`src/rtl/chose_1to2_stream_pkg.sv`:
```
// Shared definitions for the 1-to-2 stream demultiplexer: FSM encodings,
// default widths and the routing helper.
package chose_1to2_stream_pkg;

  localparam int DEF_DW    = 8;
  localparam int DEF_CNT_W = 8;
  localparam int NUM_OUT   = 2;

  typedef enum logic [1:0] {
    ST_IDLE = 2'd0,
    ST_PKT0 = 2'd1,
    ST_PKT1 = 2'd2
  } state_e;

  // Destination is only taken from sel while no packet is open.
  function automatic logic route_of(input state_e st, input logic sel);
    case (st)
      ST_PKT0: route_of = 1'b0;
      ST_PKT1: route_of = 1'b1;
      default: route_of = sel;
    endcase
  endfunction

endpackage

```
`src/rtl/chose_out_slot.sv`:
```
// One-entry output pipeline register with valid/ready handshake and an
// optional completed-packet counter (CHOSE_1TO2_CNT_EN).
module chose_out_slot
  import chose_1to2_stream_pkg::*;
#(
  parameter int DW    = DEF_DW,
  parameter int CNT_W = DEF_CNT_W
) (
  input  logic             clk_i,
  input  logic             rst_i,
  input  logic             load_i,
  input  logic [DW-1:0]    data_i,
  input  logic             last_i,
  input  logic             ready_i,
  output logic             can_load_o,
  output logic             valid_o,
  output logic [DW-1:0]    data_o,
`ifdef CHOSE_1TO2_CNT_EN
  output logic [CNT_W-1:0] pkts_o,
`endif
  output logic             last_o
);

  logic          valid_q;
  logic [DW-1:0] data_q;
  logic          last_q;

  assign can_load_o = !valid_q || ready_i;

  always_ff @(posedge clk_i) begin
    if (rst_i) begin
      valid_q <= 1'b0;
      data_q  <= '0;
      last_q  <= 1'b0;
    end else if (load_i) begin
      valid_q <= 1'b1;
      data_q  <= data_i;
      last_q  <= last_i;
    end else if (ready_i) begin
      valid_q <= 1'b0;
    end
  end

`ifdef CHOSE_1TO2_CNT_EN
  logic [CNT_W-1:0] pkts_q;

  always_ff @(posedge clk_i) begin
    if (rst_i)                                pkts_q <= '0;
    else if (valid_q && ready_i && last_q)    pkts_q <= pkts_q + 1'b1;
  end

  assign pkts_o = pkts_q;
`endif

  assign valid_o = valid_q;
  assign data_o  = data_q;
  assign last_o  = last_q;

endmodule

```
`src/rtl/chose_1to2_stream.sv`:
```
// 1-to-2 packet demultiplexer: route picked on a packet's first beat and held
// to its last beat. Optional per-output packet counters via CHOSE_1TO2_CNT_EN.
module chose_1to2_stream
  import chose_1to2_stream_pkg::*;
#(
  parameter int DW    = DEF_DW,
  parameter int CNT_W = DEF_CNT_W
) (
  input  logic             clk_i,
  input  logic             rst_i,
  input  logic             in_valid_i,
  output logic             in_ready_o,
  input  logic [DW-1:0]    in_data_i,
  input  logic             in_last_i,
  input  logic             in_sel_i,
  output logic             out0_valid_o,
  input  logic             out0_ready_i,
  output logic [DW-1:0]    out0_data_o,
  output logic             out0_last_o,
  output logic             out1_valid_o,
  input  logic             out1_ready_i,
  output logic [DW-1:0]    out1_data_o,
`ifdef CHOSE_1TO2_CNT_EN
  output logic [CNT_W-1:0] out0_pkts_o,
  output logic [CNT_W-1:0] out1_pkts_o,
`endif
  output logic             out1_last_o
);

  state_e                        state_q;
  logic                          route;
  logic                          accept;
  logic [NUM_OUT-1:0]            slot_load;
  logic [NUM_OUT-1:0]            slot_can;
  logic [NUM_OUT-1:0]            slot_rdy;
  logic [NUM_OUT-1:0]            slot_vld;
  logic [NUM_OUT-1:0]            slot_last;
  logic [NUM_OUT-1:0][DW-1:0]    slot_data;

  assign route      = route_of(state_q, in_sel_i);
  assign in_ready_o = slot_can[route];
  assign accept     = in_valid_i && in_ready_o;
  assign slot_rdy   = {out1_ready_i, out0_ready_i};
  assign slot_load  = {accept && route, accept && !route};

  always_ff @(posedge clk_i) begin
    if (rst_i) begin
      state_q <= ST_IDLE;
    end else if (accept) begin
      if (in_last_i)              state_q <= ST_IDLE;
      else if (state_q == ST_IDLE) state_q <= in_sel_i ? ST_PKT1 : ST_PKT0;
    end
  end

`ifdef CHOSE_1TO2_CNT_EN
  logic [NUM_OUT-1:0][CNT_W-1:0] slot_pkts;
  assign out0_pkts_o = slot_pkts[0];
  assign out1_pkts_o = slot_pkts[1];
`endif

  for (genvar n = 0; n < NUM_OUT; n++) begin : g_slot
    chose_out_slot #(.DW(DW), .CNT_W(CNT_W)) u_slot (
      .clk_i      (clk_i),
      .rst_i      (rst_i),
      .load_i     (slot_load[n]),
      .data_i     (in_data_i),
      .last_i     (in_last_i),
      .ready_i    (slot_rdy[n]),
      .can_load_o (slot_can[n]),
      .valid_o    (slot_vld[n]),
      .data_o     (slot_data[n]),
`ifdef CHOSE_1TO2_CNT_EN
      .pkts_o     (slot_pkts[n]),
`endif
      .last_o     (slot_last[n])
    );
  end

  assign out0_valid_o = slot_vld[0];
  assign out0_data_o  = slot_data[0];
  assign out0_last_o  = slot_last[0];
  assign out1_valid_o = slot_vld[1];
  assign out1_data_o  = slot_data[1];
  assign out1_last_o  = slot_last[1];

endmodule

```
`config.mk`:
```
export PLATFORM = sky130hd
export DESIGN_NAME = chose_1to2_stream
export DESIGN_NICKNAME = d
export VERILOG_FILES = /design/src/rtl/chose_1to2_stream_pkg.sv /design/src/rtl/chose_out_slot.sv /design/src/rtl/chose_1to2_stream.sv
export SDC_FILE = /design/constraint.sdc
export NUM_CORES = 1
export LEC_CHECK = 0
export BUFFER_PORTS_ARGS = -buffer_cell sky130_fd_sc_hd__buf_2
export CAP_MARGIN = 20
export CORE_ASPECT_RATIO = 0.9
export CORE_MARGIN = 4
export CORE_UTILIZATION = 30
export DETAILED_ROUTE_END_ITERATION = 12
export SYNTH_ARGS = -nofsm -noshare
export SYNTH_HDL_FRONTEND = slang
export SYNTH_SLANG_ARGS = --single-unit
```
`constraint.sdc`:
```
create_clock -name clk_i -period 4 [get_ports clk_i]
set_clock_uncertainty 0.1 [all_clocks]
set_input_delay 0.4 -clock clk_i [delete_from_list [all_inputs] [get_ports clk_i]]
set_output_delay 0.4 -clock clk_i [all_outputs]
set_load 0.005 [all_outputs]
```
==> impl_metrics.env <==
export IMPL_power_switching_fraction_pct=24.7
export IMPL_num_nets_final=134
export IMPL_cpLargestDelayFamily="compound AO/OA/AOI/OAI gates"
export IMPL_mostFrequentLayoutCells="sky130_fd_sc_hd__buf_2, sky130_fd_sc_hd__dfxtp_1, sky130_fd_sc_hd__mux2i_1, sky130_fd_sc_hd__nor2_1, sky130_fd_sc_hd__inv_1"
export IMPL_met3_usage_pct=6.20
export IMPL_synth_simple_gate_area_share_pct=11.4
export IMPL_vias=691
export IMPL_core_um2=2570
export IMPL_groute_usage_overall_pct=9.75
export IMPL_met1_global_route_usage_pct=11.2
export IMPL_maxSlewHeadroom_pct=52.0
export IMPL_drt_first_pass_iters=4
export IMPL_cts_buffers_inserted=3
export IMPL_yosysSeqAreaShare_pct=52.3
export IMPL_postRouteWirelength_um=1870
export IMPL_timing_worst_slew_pin_value_ns=0.718
export IMPL_worstPathArrival_ns=2.57
export IMPL_synth_compound_area_share_pct=5.20
export IMPL_finalHoldViolCount=0
export IMPL_tritoncts="built"
export IMPL_n_fill_cell=256
export IMPL_most_common_cell_after_layout_fill_and_taps_aside="sky130_fd_sc_hd__buf_2"
export IMPL_first_pass_grt_wire_length_um=2900
export IMPL_netlist_instances=81
export IMPL_placement_cell_area_um2=1040
export IMPL_flow_area_growth_from_synthesis_pct=28.4
export IMPL_synth_yosys_warnings=0
export IMPL_grt_ovfl_total=0
export IMPL_setup_tns_final_ns=0
export IMPL_switchingPower_uw=106
export IMPL_worst_path_buf_inv=1
export IMPL_synth_top_family_by_area="multiplexers"
export IMPL_cpMaxStageDelayCell="sky130_fd_sc_hd__a2111o_1"
export IMPL_io_buf_count=35
export IMPL_power_share_combinational_pct=16.4
export IMPL_drv_slew=0
export IMPL_grt_setup_unrepaired="no"
export IMPL_endpoint_kind="register"
export IMPL_run_status="complete, no violations"
export IMPL_timing_max_cap_violations=0
export IMPL_mux_contribution_to_synthesized_area_pct=23.9
export IMPL_route_detailed_wl_per_inst_um=12.1
export IMPL_syn_num_nets=98
export IMPL_die_w_um=63.8
export IMPL_drive_above_1_share_pct=34.5
export IMPL_final_cycle_utilization_of_the_critical_path_pct=61.5
export IMPL_grt_met2_usage_pct=15.5
export IMPL_post_cts_repair_setup_buffers=0
export IMPL_category_of_the_critical_setup_timing_path="register to register"
export IMPL_critical_path_max_stage_delay_ns=0.61
export IMPL_synth_area_um2=842
export IMPL_worstPathCellList="inv_1 -> ha_1 -> mux2i_1 -> nand3_1 -> a2111o_1 -> o32ai_1"
export IMPL_crit_fanout=12
export IMPL_yosys_area_share_xor_xnor_pct=0
export IMPL_antenna_found_initial=0
export IMPL_post_detailed_route_via_to_cell_ratio=4.49
export IMPL_fp_row_count=17
export IMPL_cts_resized=0
export IMPL_p_seq_share_pct=55.8
export IMPL_drc=0
export IMPL_internal_power_uw=323
export IMPL_worst_skew_pair_late_latency_ns=0.30
export IMPL_post_synth_num_cell_types=15
export IMPL_final_min_period_ns=2.46
export IMPL_postLayoutCellArea_um2=1080
export IMPL_vdd_drop_max_v=0.000267
export IMPL_via_count_of_the_first_global_routing_pass=682
export IMPL_gp_congestion=0.630
export IMPL_pin_count=36
export IMPL_pwr_density_cell_nw_per_um2=397
export IMPL_clk_transition_reported_paths_ns=0.12
export IMPL_synth_ff_latch_count=22
export IMPL_die_y_um=58.3
export IMPL_power_static_leakage_nw=0.595
export IMPL_drtAntennaViolNets=0
export IMPL_timing_fmax_mhz=407
export IMPL_final_setup_viol_count=0
export IMPL_clockPowerShare_pct=27.8
export IMPL_ctsHtreeMaxLevel=1
export IMPL_yosys_area_share_adder_pct=2.97
export IMPL_highest_utilization_routing_layer_at_the_global_route_stage="met2"
export IMPL_design_die_area_um2=3720
export IMPL_detailedPlacementHpwl_um=1430
export IMPL_grt_start_max_net_pins=24
export IMPL_cp_start_kind="register"
export IMPL_cts_path_max_buffers=2
export IMPL_worst_ep_required_time_ns=4.12
export IMPL_effective_utilization_at_floorplan_pct=32.7
export IMPL_final_hold_worst_slack_ns=0.217
export IMPL_cts_num_sinks=22
export IMPL_root_buffer="sky130_fd_sc_hd__clkbuf_4"
export IMPL_hold_class="input port to register"
export IMPL_cts_hold_buffers_added=0
export IMPL_drt_iter0_drc=8
export IMPL_syn_mean_instance_area_um2=10.4
export IMPL_antenna_cells_inserted=0
-- sequential cells by signal, summed over array words and instances (netlist names) --
signal                 cells
g_slot.u_slot.data_o      16
g_slot.u_slot.last_o       2
g_slot.u_slot.valid_o      2
state_q                    2
-- cells by family (layout without fill, tap and decap cells) --
group,count (synthesis),in the layout
DFF,22,22
and+or+nand+nor,23,23
muxes,20,20
AOI/OAI and AO/OA,6,6
adders and majority gates,2,2
buffers and inverters,8,43
-- power groups by stage --
stage,combinational (mW),clock (mW),sequential (mW)
floorplan,0.0410,0,0.246
global placement,0.0681,0,0.245
detailed placement,0.0709,0,0.245
CTS,0.0712,0.124,0.240
global route,0.0778,0.133,0.241
finish,0.0702,0.119,0.240
-- worst reg2reg max path, cell delays in order, from the launching register on --
cell and delay [ns]:
sky130_fd_sc_hd__dfxtp_1 0.36, sky130_fd_sc_hd__inv_1 0.06, sky130_fd_sc_hd__ha_1 0.29, sky130_fd_sc_hd__mux2i_1 0.29, sky130_fd_sc_hd__nand3_1 0.53, sky130_fd_sc_hd__a2111o_1 0.61, sky130_fd_sc_hd__o32ai_1 0.14
-- synthesized netlist by cell type --
master,count,area share (%)
sky130_fd_sc_hd__mux2_2,1,1.3
sky130_fd_sc_hd__nand2b_1,2,1.5
sky130_fd_sc_hd__nand3_1,1,0.59
sky130_fd_sc_hd__mux2i_1,19,23
sky130_fd_sc_hd__nand3b_1,1,0.89
sky130_fd_sc_hd__a21oi_1,3,1.8
sky130_fd_sc_hd__dfxtp_1,22,52
sky130_fd_sc_hd__o32ai_1,2,2.1
sky130_fd_sc_hd__nor2_1,19,8.5
sky130_fd_sc_hd__clkbuf_1,2,0.89
sky130_fd_sc_hd__inv_1,4,1.8
sky130_fd_sc_hd__buf_4,1,0.89
sky130_fd_sc_hd__ha_1,2,3.0
sky130_fd_sc_hd__a2111o_1,1,1.3
sky130_fd_sc_hd__buf_2,1,0.59
-- layer usage --
metal	vias up	share of wire, %
met5	-	0
met4	0	0
met3	0	11
met2	25	44
met1	320	45
li1	346	-
-- final timing paths --
check                             start  slack [ns]  depth (start not counted)                    endpoint
max                          state_q[1]        1.54                          6                  state_q[0]
min                            in_sel_i        0.22                          2                  state_q[0]
max reg2reg                  state_q[1]        1.54                          6                  state_q[0]
min reg2reg  g_slot[1].u_slot.data_o[6]        0.40                          2  g_slot[1].u_slot.data_o[6]
-- area by class of cell --
| type | instances | area (µm²) | share of cell area (%) |
|---|---|---|---|
| Tap cell | 38 | 47.5 | 4.40 |
| Sequential cell | 22 | 440 | 40.7 |
| Inverter | 4 | 15.0 | 1.39 |
| Clock buffer | 4 | 36.3 | 3.36 |
| Timing Repair Buffer | 35 | 175 | 16.2 |
| Multi-Input combinational cell | 51 | 367 | 33.9 |
-- metrics by stage --
step	worst slack (ns)	instances	power (mW)	util, %
3_5_place_dp	1.55	150	0.315	40.6
4_1_cts	1.52	154	0.435	42.0
2_1_floorplan	2.27	81	0.287	-
5_1_grt	1.43	154	0.452	42.0
3_3_place_gp	1.69	150	0.313	40.6
6_report	1.54	154	0.429	42.0
Note: power is estimated with default switching activity, not from simulation.
